`config.mk`:
```
export PLATFORM = sky130hd
export DESIGN_NAME = host_mbox
export DESIGN_NICKNAME = d
export VERILOG_FILES = /design/src/rtl/arvi_mmio_pkg.sv /design/src/rtl/sync_fifo.sv /design/src/rtl/host_mbox.sv
export SDC_FILE = /design/constraint.sdc
export NUM_CORES = 1
export LEC_CHECK = 0
export BUFFER_PORTS_ARGS = -buffer_cell sky130_fd_sc_hd__buf_2
export CAP_MARGIN = 20
export CELL_PAD_IN_SITES_DETAIL_PLACEMENT = 2
export CELL_PAD_IN_SITES_GLOBAL_PLACEMENT = 2
export CORE_ASPECT_RATIO = 0.5
export CORE_MARGIN = 2
export CORE_UTILIZATION = 28
export DETAILED_ROUTE_END_ITERATION = 12
export PLACE_DENSITY = 0.62
export SYNTH_ARGS = -nofsm -noshare
export SYNTH_HDL_FRONTEND = slang
export SYNTH_SLANG_ARGS = --single-unit
```
`constraint.sdc`:
```
create_clock -name i_clk -period 8.15 [get_ports i_clk]
set_input_delay 2.0375 -clock i_clk [delete_from_list [all_inputs] [get_ports i_clk]]
set_output_delay 2.0375 -clock i_clk [all_outputs]
set_load 0.01 [all_outputs]
```
`src/rtl/arvi_mmio_pkg.sv`:
```
// arvi_mmio_pkg: mailbox register map, STATUS bit layout, FSM states and a byte-lane merge helper.
package arvi_mmio_pkg;
    localparam logic [3:0] OFS_TOHOST   = 4'h0;
    localparam logic [3:0] OFS_FROMHOST = 4'h4;
    localparam logic [3:0] OFS_TXDATA   = 4'h8;
    localparam logic [3:0] OFS_STATUS   = 4'hC;
    localparam int STAT_HALT    = 31;
    localparam int STAT_FULL    = 14;
    localparam int STAT_EMPTY   = 13;
    localparam int STAT_COUNT_W = 7;
    typedef enum logic [1:0] {ST_IDLE, ST_ACK, ST_WAIT} mbox_state_e;
    function automatic logic [31:0] merge_bytes(input logic [31:0] old, input logic [31:0] data, input logic [3:0] b_en);
        logic [31:0] r;
        for (int i = 0; i < 4; i++) r[8*i +: 8] = b_en[i] ? data[8*i +: 8] : old[8*i +: 8];
        return r;
    endfunction
endpackage

```
`src/rtl/sync_fifo.sv`:
```
// sync_fifo: single-clock FIFO; pointers carry one extra wrap bit so full and empty differ.
module sync_fifo #(
    parameter int WIDTH = 8,
    parameter int DEPTH = 8
) (
    input  logic                   clk,
    input  logic                   rst,
    input  logic                   push,
    input  logic                   pop,
    input  logic [WIDTH-1:0]       din,
    output logic [WIDTH-1:0]       dout,
    output logic                   full,
    output logic                   empty,
    output logic [$clog2(DEPTH):0] count
);
    localparam int AW = $clog2(DEPTH);
    logic [WIDTH-1:0] mem [DEPTH];
    logic [AW:0] wptr, rptr;
    logic do_push, do_pop;
    assign do_pop  = pop && !empty;
    // a pop frees the slot this push needs, so full does not block it
    assign do_push = push && (!full || do_pop);
    assign count   = wptr - rptr;
    assign empty   = wptr == rptr;
    assign full    = count == (AW+1)'(DEPTH);
    assign dout    = empty ? '0 : mem[rptr[AW-1:0]];
    always_ff @(posedge clk or posedge rst)
        if (rst) begin
            wptr <= '0;
            rptr <= '0;
        end else begin
            if (do_push) wptr <= wptr + 1'b1;
            if (do_pop) rptr <= rptr + 1'b1;
        end
    always_ff @(posedge clk)
        if (do_push) mem[wptr[AW-1:0]] <= din;
endmodule

```
`src/rtl/host_mbox.sv`:
```
// host_mbox: 16-byte MMIO mailbox with TOHOST/halt, FROMHOST scratch, STATUS and a TX byte stream.
module host_mbox
    import arvi_mmio_pkg::*;
#(
    parameter logic [31:0] BASE_ADDR = 32'h8000_1000,
    parameter int          TX_DEPTH  = 8
) (
    input  logic        i_clk,
    input  logic        i_rst,
    input  logic        i_cs,
    input  logic        i_wr_en,
    input  logic [3:0]  i_b_en,
    input  logic [31:0] i_wr_data,
    input  logic [31:0] i_addr,
    output logic        o_ack,
    output logic [31:0] o_rd_data,
    output logic [31:0] o_to_host,
    output logic        o_halt,
    output logic        o_tx_valid,
    output logic [7:0]  o_tx_data,
    input  logic        i_tx_ready
);
    localparam int AW = $clog2(TX_DEPTH);
    mbox_state_e state, state_n;
    logic [31:0] offset, fromhost, fromhost_n, to_host_n, rd_data_n, status;
    logic [3:0] ofs;
    logic [AW:0] count;
    logic full, empty, push, pop, hit, sel_tx, stall, fire, wr_th, halt_n;
    assign offset     = i_addr - BASE_ADDR;
    assign hit        = i_cs && offset < 32'd16;
    assign ofs        = {offset[3:2], 2'b00};
    assign pop        = !empty && i_tx_ready;
    assign sel_tx     = i_wr_en && ofs == OFS_TXDATA && i_b_en[0];
    assign stall      = sel_tx && full && !pop;
    assign o_ack      = state == ST_ACK;
    assign o_tx_valid = !empty;
    always_comb begin
        status = '0;
        status[STAT_HALT] = o_halt;
        status[STAT_FULL] = full;
        status[STAT_EMPTY] = empty;
        status[STAT_COUNT_W-1:0] = STAT_COUNT_W'(count);
    end
    // IDLE and WAIT both retry the held request; ACK always returns to IDLE
    always_comb begin
        state_n    = state == ST_ACK || !hit ? ST_IDLE : stall ? ST_WAIT : ST_ACK;
        fire       = state != ST_ACK && hit && !stall;
        push       = fire && sel_tx;
        wr_th      = fire && i_wr_en && ofs == OFS_TOHOST;
        to_host_n  = wr_th ? merge_bytes(o_to_host, i_wr_data, i_b_en) : o_to_host;
        halt_n     = o_halt || (wr_th && to_host_n[0]);
        fromhost_n = fire && i_wr_en && ofs == OFS_FROMHOST ? merge_bytes(fromhost, i_wr_data, i_b_en) : fromhost;
        rd_data_n  = !fire || i_wr_en ? '0 :
                     ofs == OFS_TOHOST ? o_to_host :
                     ofs == OFS_FROMHOST ? fromhost :
                     ofs == OFS_STATUS ? status : '0;
    end
    always_ff @(posedge i_clk or posedge i_rst)
        if (i_rst) begin
            state     <= ST_IDLE;
            o_rd_data <= '0;
            o_to_host <= '0;
            fromhost  <= '0;
            o_halt    <= 1'b0;
        end else begin
            state     <= state_n;
            o_rd_data <= rd_data_n;
            o_to_host <= to_host_n;
            fromhost  <= fromhost_n;
            o_halt    <= halt_n;
        end
    sync_fifo #(.WIDTH(8), .DEPTH(TX_DEPTH)) u_tx_fifo (
        .clk   (i_clk),
        .rst   (i_rst),
        .push  (push),
        .pop   (pop),
        .din   (i_wr_data[7:0]),
        .dout  (o_tx_data),
        .full  (full),
        .empty (empty),
        .count (count)
    );
endmodule

```
[Yosys cells after proc, flatten, opt, wreduce, memory -nomap -nowiden]
Memories as Yosys holds them, arrays and structs flattened.
Cells that the tools add are included.
Word-level totals
  output and inout port bits: 75
  register bits after elaboration: 107
  bits in latches: 0
  memories: 1
  memory bits (read-only): 0
  memory bits (writable): 64
  word-level logic and storage cells: 72
  input port bits: 73
Memory list
  u_tx_fifo.mem: depth 8, width 8, rd ports 1, clocked after Yosys merged registers in 0, write ports 1, line sync_fifo.sv:17  | logic [WIDTH-1:0] mem [DEPTH];
Operators by class
  reductions and logical operators: 34
  order comparisons: 1
  shifts and indexed selects: 0
  bitwise operators: 0
  div/mod/pow operators: 0
  multiplexer cells: 11
  add/subtract/negate cells: 4
  eq/ne operators: 7
  $mul: 0
Operator list (number)
  32-bit two-way mux: 4
  32-bit by 5-bit < comparator with 1-bit output (second input constant): 1
  32-bit subtractor (second input constant): 1
  2-bit AND reduction: 8
  1-bit logical AND: 15
  4-bit by 1-bit adder with 4-bit output (second input constant): 2
  8-bit two-way mux: 1
  1-bit zero test: 6
  2-bit by 1-bit equality test with 1-bit output (second input constant): 2
  2-bit equality test (second input constant): 2
  4-bit equality test: 1
  4-bit equality test (second input constant): 1
  4-bit zero test: 1
  1-bit logical OR: 4
  1-bit two-way mux: 4
  2-bit two-way mux: 2
  4-bit subtractor: 1
  2-bit by 1-bit != test with 1-bit output (second input constant): 1

[Logic depth before layout (Yosys ltp)]
  word-level depth: 13
  gate-level depth with buffers: 10

[Modules after synthesis]
Synthesis repeated with hierarchy kept, for this count alone.
Unflattened totals
  cells, all modules: 493
  area total of the unflattened synthesis: 7458.4 um2
By module, submodules not included
  host_mbox: area each 4484.3 um2, cells an instance 324, times used 1
  sync_fifo: area each 2974.1 um2, cells an instance 169, times used 1

[Worst setup path before layout]
Ideal clock, no wire load.
  path type: input -> register
  start point: input port i_addr[16]
  end point: memory u_tx_fifo.mem[1][0] (enable)
  stages on the path: 7
  path buffers: 1
  data arrival time: 4.861 ns
  setup time: 0.398 ns
  path slack: 2.891 ns
  required time: 7.752 ns
  cell sequence: or4_4 nor4_2 nand3_1 a2111o_1 buf_4 nor3_2 nor4b_1
On the way
  word-level cells in the longest chain between the ends: 9
Ends and longest elaborated chain
  start: declaration: line host_mbox.sv:14  | input logic [31:0] i_addr,
  32-bit subtractor: line host_mbox.sv:29  | assign offset = i_addr - BASE_ADDR;
  32-bit by 5-bit < comparator with 1-bit output: line host_mbox.sv:30  | assign hit = i_cs && offset < 32'd16;
  1-bit logical AND: line host_mbox.sv:30
  1-bit logical AND (2 in a row): line host_mbox.sv:47  | fire = state != ST_ACK && hit && !stall;
  1-bit logical AND: line host_mbox.sv:48  | push = fire && sel_tx;
  1-bit logical AND: line sync_fifo.sv:22  | assign do_push = push && (!full || do_pop);
  1-bit two-way mux: line sync_fifo.sv:36  | if (do_push) mem[wptr[AW-1:0]] <= din;
  1-bit two-way mux (not written as such): line sync_fifo.sv:36
  end: declaration: line sync_fifo.sv:17
No other way between the ends.

[Worst setup path in the final report]
  start point: input port i_addr[16]
  end point: memory u_tx_fifo.mem[5][3] (enable)
The elaborated chain is that of the path after synthesis.

==> reports/metrics.cfg <==
[finish]
layout-drive-gt1-share_pct=44.25
finalNetCount=701
multi_input_area_um2=2472
fillers=2618
final_cell_mix=buf_2, dfrtp_1, edfxtp_1
area_growth_pct=23.58
area.sequential_um2=4599
postLayoutCoreUtil_pct=35.21
layout_commonest_cell=buf_2
antenna_cells=0

[clock_tree]
cts_resized=0
cts_sinks=171
htree_levels=4
cts_buffer_depth=2
clk_pin_slew_worst_paths_ps=70
cts_setup_buffers=0
cts_tree=done
root_buffer=clkbuf_16
hold_buffers=0
cts_inserted_buffers=17
insertion_delay_ps=450

[power]
clockPowerShare_pct=37.9
switching_share_pct=29.20
seqPwrFrac_pct=44.6
switching_power_mw=0.6161
pwr_density_cell_nw_per_um2=237.4
p_comb_share_pct=17.5
p_int_mw=1.493
vdd_drop_max_uv=134.2
p_leak_nw=4.039

[synth]
syn-num-nets=552
synthCells=473
synth_edf_count=64
synth_top_flop_cell=dfrtp_1
syn_area_per_cell_um2=15.20
ys_ff_latch=171
synth.cell_area_um2=7191
synthArstFlopShare_pct=62.57
synth-seq-area-share_pct=63.96
ys_warn_count=0
synth_cell_types=45

[route]
wl_per_cell_um=20.49
drc=0
first_pass_iters=4
num_vias=4577
initialDrtViolationCount=180
met3_length_um=570
final_antenna_net_count=0
wl_um=20060
routed.top_layer=met4
m1WireLength_um=8641
vias_per_cell=4.675
wl_met2_um=10430

[sta]
min_period_ps=5170
rsz0062_at_grt=no
slew_viol_final=0
hold_viol=0
fin_crit_sh_pct=63.43
slew_headroom_pct=31.38
setup_violations=0
fmax_mhz=193.4
worstMarginPinSlew_ps=1029
fin_ws_ps=2981
finClkSkew_ps=7.178
fin_setup_tns_ps=0

[job]
maxCapViolCount=0

[placement]
port_buffers=145
gp_congestion=0.6936
pre_cts_slack_ps=2497
dp_hpwl_um=13260

[setup_path]
cpPeakStageDelay_ps=830
cp_max_fo=15
cp_data_required_time_ps=8230
worst_setup_path_start_kind=primary input
slowest_stage=a2111o_1
rrSetupSlack_ps=4200
critPathKind=in -> reg
r2r_start=u_tx_fifo.rptr[2]
r2r_cells=8
cp.arrival_ps=5250
worstPathCellList=buf_2 -> or4_4 -> nor4_2 -> nand3_1 -> a2111o_1 -> nor3_2 -> and4_1
worstSetupEndpointType=flip-flop
timing.rr.end=u_tx_fifo.mem[5][3]

[global_route]
grt_pass1_wl_um=31710
grt_antenna_before_repair=0
grt_pass1_vias=5258
grt_max_degree=73
globalRouteTotalUtil_pct=15.77
overflow=0

[outcome]
status=completed

[floorplan]
core_um2=25240
die_y_um=117.3
die_x_um=230.6
rows=41
dieArea_um2=27060
io_pins=148
start_util_pct=28.49

[worst_hold_path]
hold_class=reg -> reg
hold_end=u_tx_fifo.rptr[3]
worstHoldPathCells=1
hp-start=u_tx_fifo.rptr[3]

## worst max-delay path, delay by kind of cell
kind | cells | cell delay (ps)
buffers and inverters | 1 | 100
and+or+nand+nor | 5 | 2270
AOI/OAI and AO/OA | 1 | 830
## power groups by stage
stage          clock network (mW)  logic, mW  registers [mW]
2_1_floorplan                   0      0.255           0.928
3_3_place_gp                    0      0.365           0.960
3_5_place_dp                    0      0.371           0.960
4_1_cts                     0.826      0.373           0.942
5_1_grt                     0.860      0.412           0.944
6_report                    0.800      0.368           0.941
## layer usage
metal  track usage [%]  up-vias
met2             26.92       67
li1                  -     2050
met1             19.39     2436
met4             5.887        0
met5                 0        -
met3             3.794       24
## metrics by stage
stage | area [um^2] | hold WS (ps) | std cells | total power [mW]
2_1_floorplan | 7191 | 460.7 | 473 | 1.183
3_3_place_gp | 8305 | 473.1 | 946 | 1.324
3_5_place_dp | 8305 | 484.7 | 946 | 1.331
4_1_cts | 8875 | 498.6 | 978 | 2.141
5_1_grt | 8886 | 527.9 | 979 | 2.217
6_report | 8886 | 495.3 | 979 | 2.110
## layout make-up
cell class	instances	area share, %
repair buffers	152	8.800
inverters	8	0.3661
well taps	344	4.844
clock buffers	17	4.787
flip-flops and latches	171	51.76
multi-input cells	272	27.82
clock inverters	15	1.619
## cells in the mapped netlist (3+ instances only)
cell type / n / area share (%)
nand3_1: 4 / 0.28
xor2_1: 4 / 0.49
xnor2_1: 5 / 0.61
dfrtp_1: 107 / 37
or2_2: 3 / 0.26
nor2b_1: 3 / 0.26
and4_1: 3 / 0.37
a21oi_1: 11 / 0.77
mux4_2: 16 / 5.0
edfxtp_1: 64 / 27
mux2_1: 3 / 0.47
ha_1: 5 / 0.87
o21ai_0: 5 / 0.35
a31oi_1: 3 / 0.26
clkbuf_1: 12 / 0.63
nor3_1: 28 / 1.9
o22a_1: 4 / 0.49
buf_2: 3 / 0.21
nor3_4: 8 / 1.8
nor4b_1: 3 / 0.37
mux2_2: 63 / 9.9
buf_1: 5 / 0.26
nand2_1: 26 / 1.4
and3_1: 5 / 0.44
mux2i_1: 32 / 4.5
nor4_1: 3 / 0.26
inv_1: 7 / 0.37
nor2_1: 19 / 0.99
## how the worst max path moves through the flow
| stage | from | to | slack (ps) |
|---|---|---|---|
| after floorplan | i_addr[16] | u_tx_fifo.mem[1][0] | 2890 |
| after global placement | i_addr[16] | u_tx_fifo.mem[4][3] | 2590 |
| after detailed placement | i_addr[16] | u_tx_fifo.mem[5][2] | 2500 |
| after CTS | u_tx_fifo.rptr[2] | o_tx_data[5] | 2460 |
| after global routing | i_addr[16] | u_tx_fifo.mem[5][3] | 2740 |
| final | i_addr[16] | u_tx_fifo.mem[5][3] | 2980 |
## logic make-up (layout without fill, tap and decap cells)
family                     Yosys count  count (layout)  share of synthesized area, %
AOI/OAI and AO/OA                   28              28                         2.575
xor gates and xnor gates             9               9                         1.096
adders and majority gates            6               6                         1.148
buffers and inverters               30             192                         1.775
DFF                                171             171                         63.96
muxes                              114             114                         19.80
and+or+nand+nor                    115             115                         9.640
## registers in the layout, indices dropped and copies added (netlist names)
register        count
o_halt              1
fromhost           32
state               2
u_tx_fifo.wptr      4
o_rd_data          32
u_tx_fifo.mem      64
o_to_host          32
u_tx_fifo.rptr      4
No activity file was read; power rests on OpenSTA's default activity.
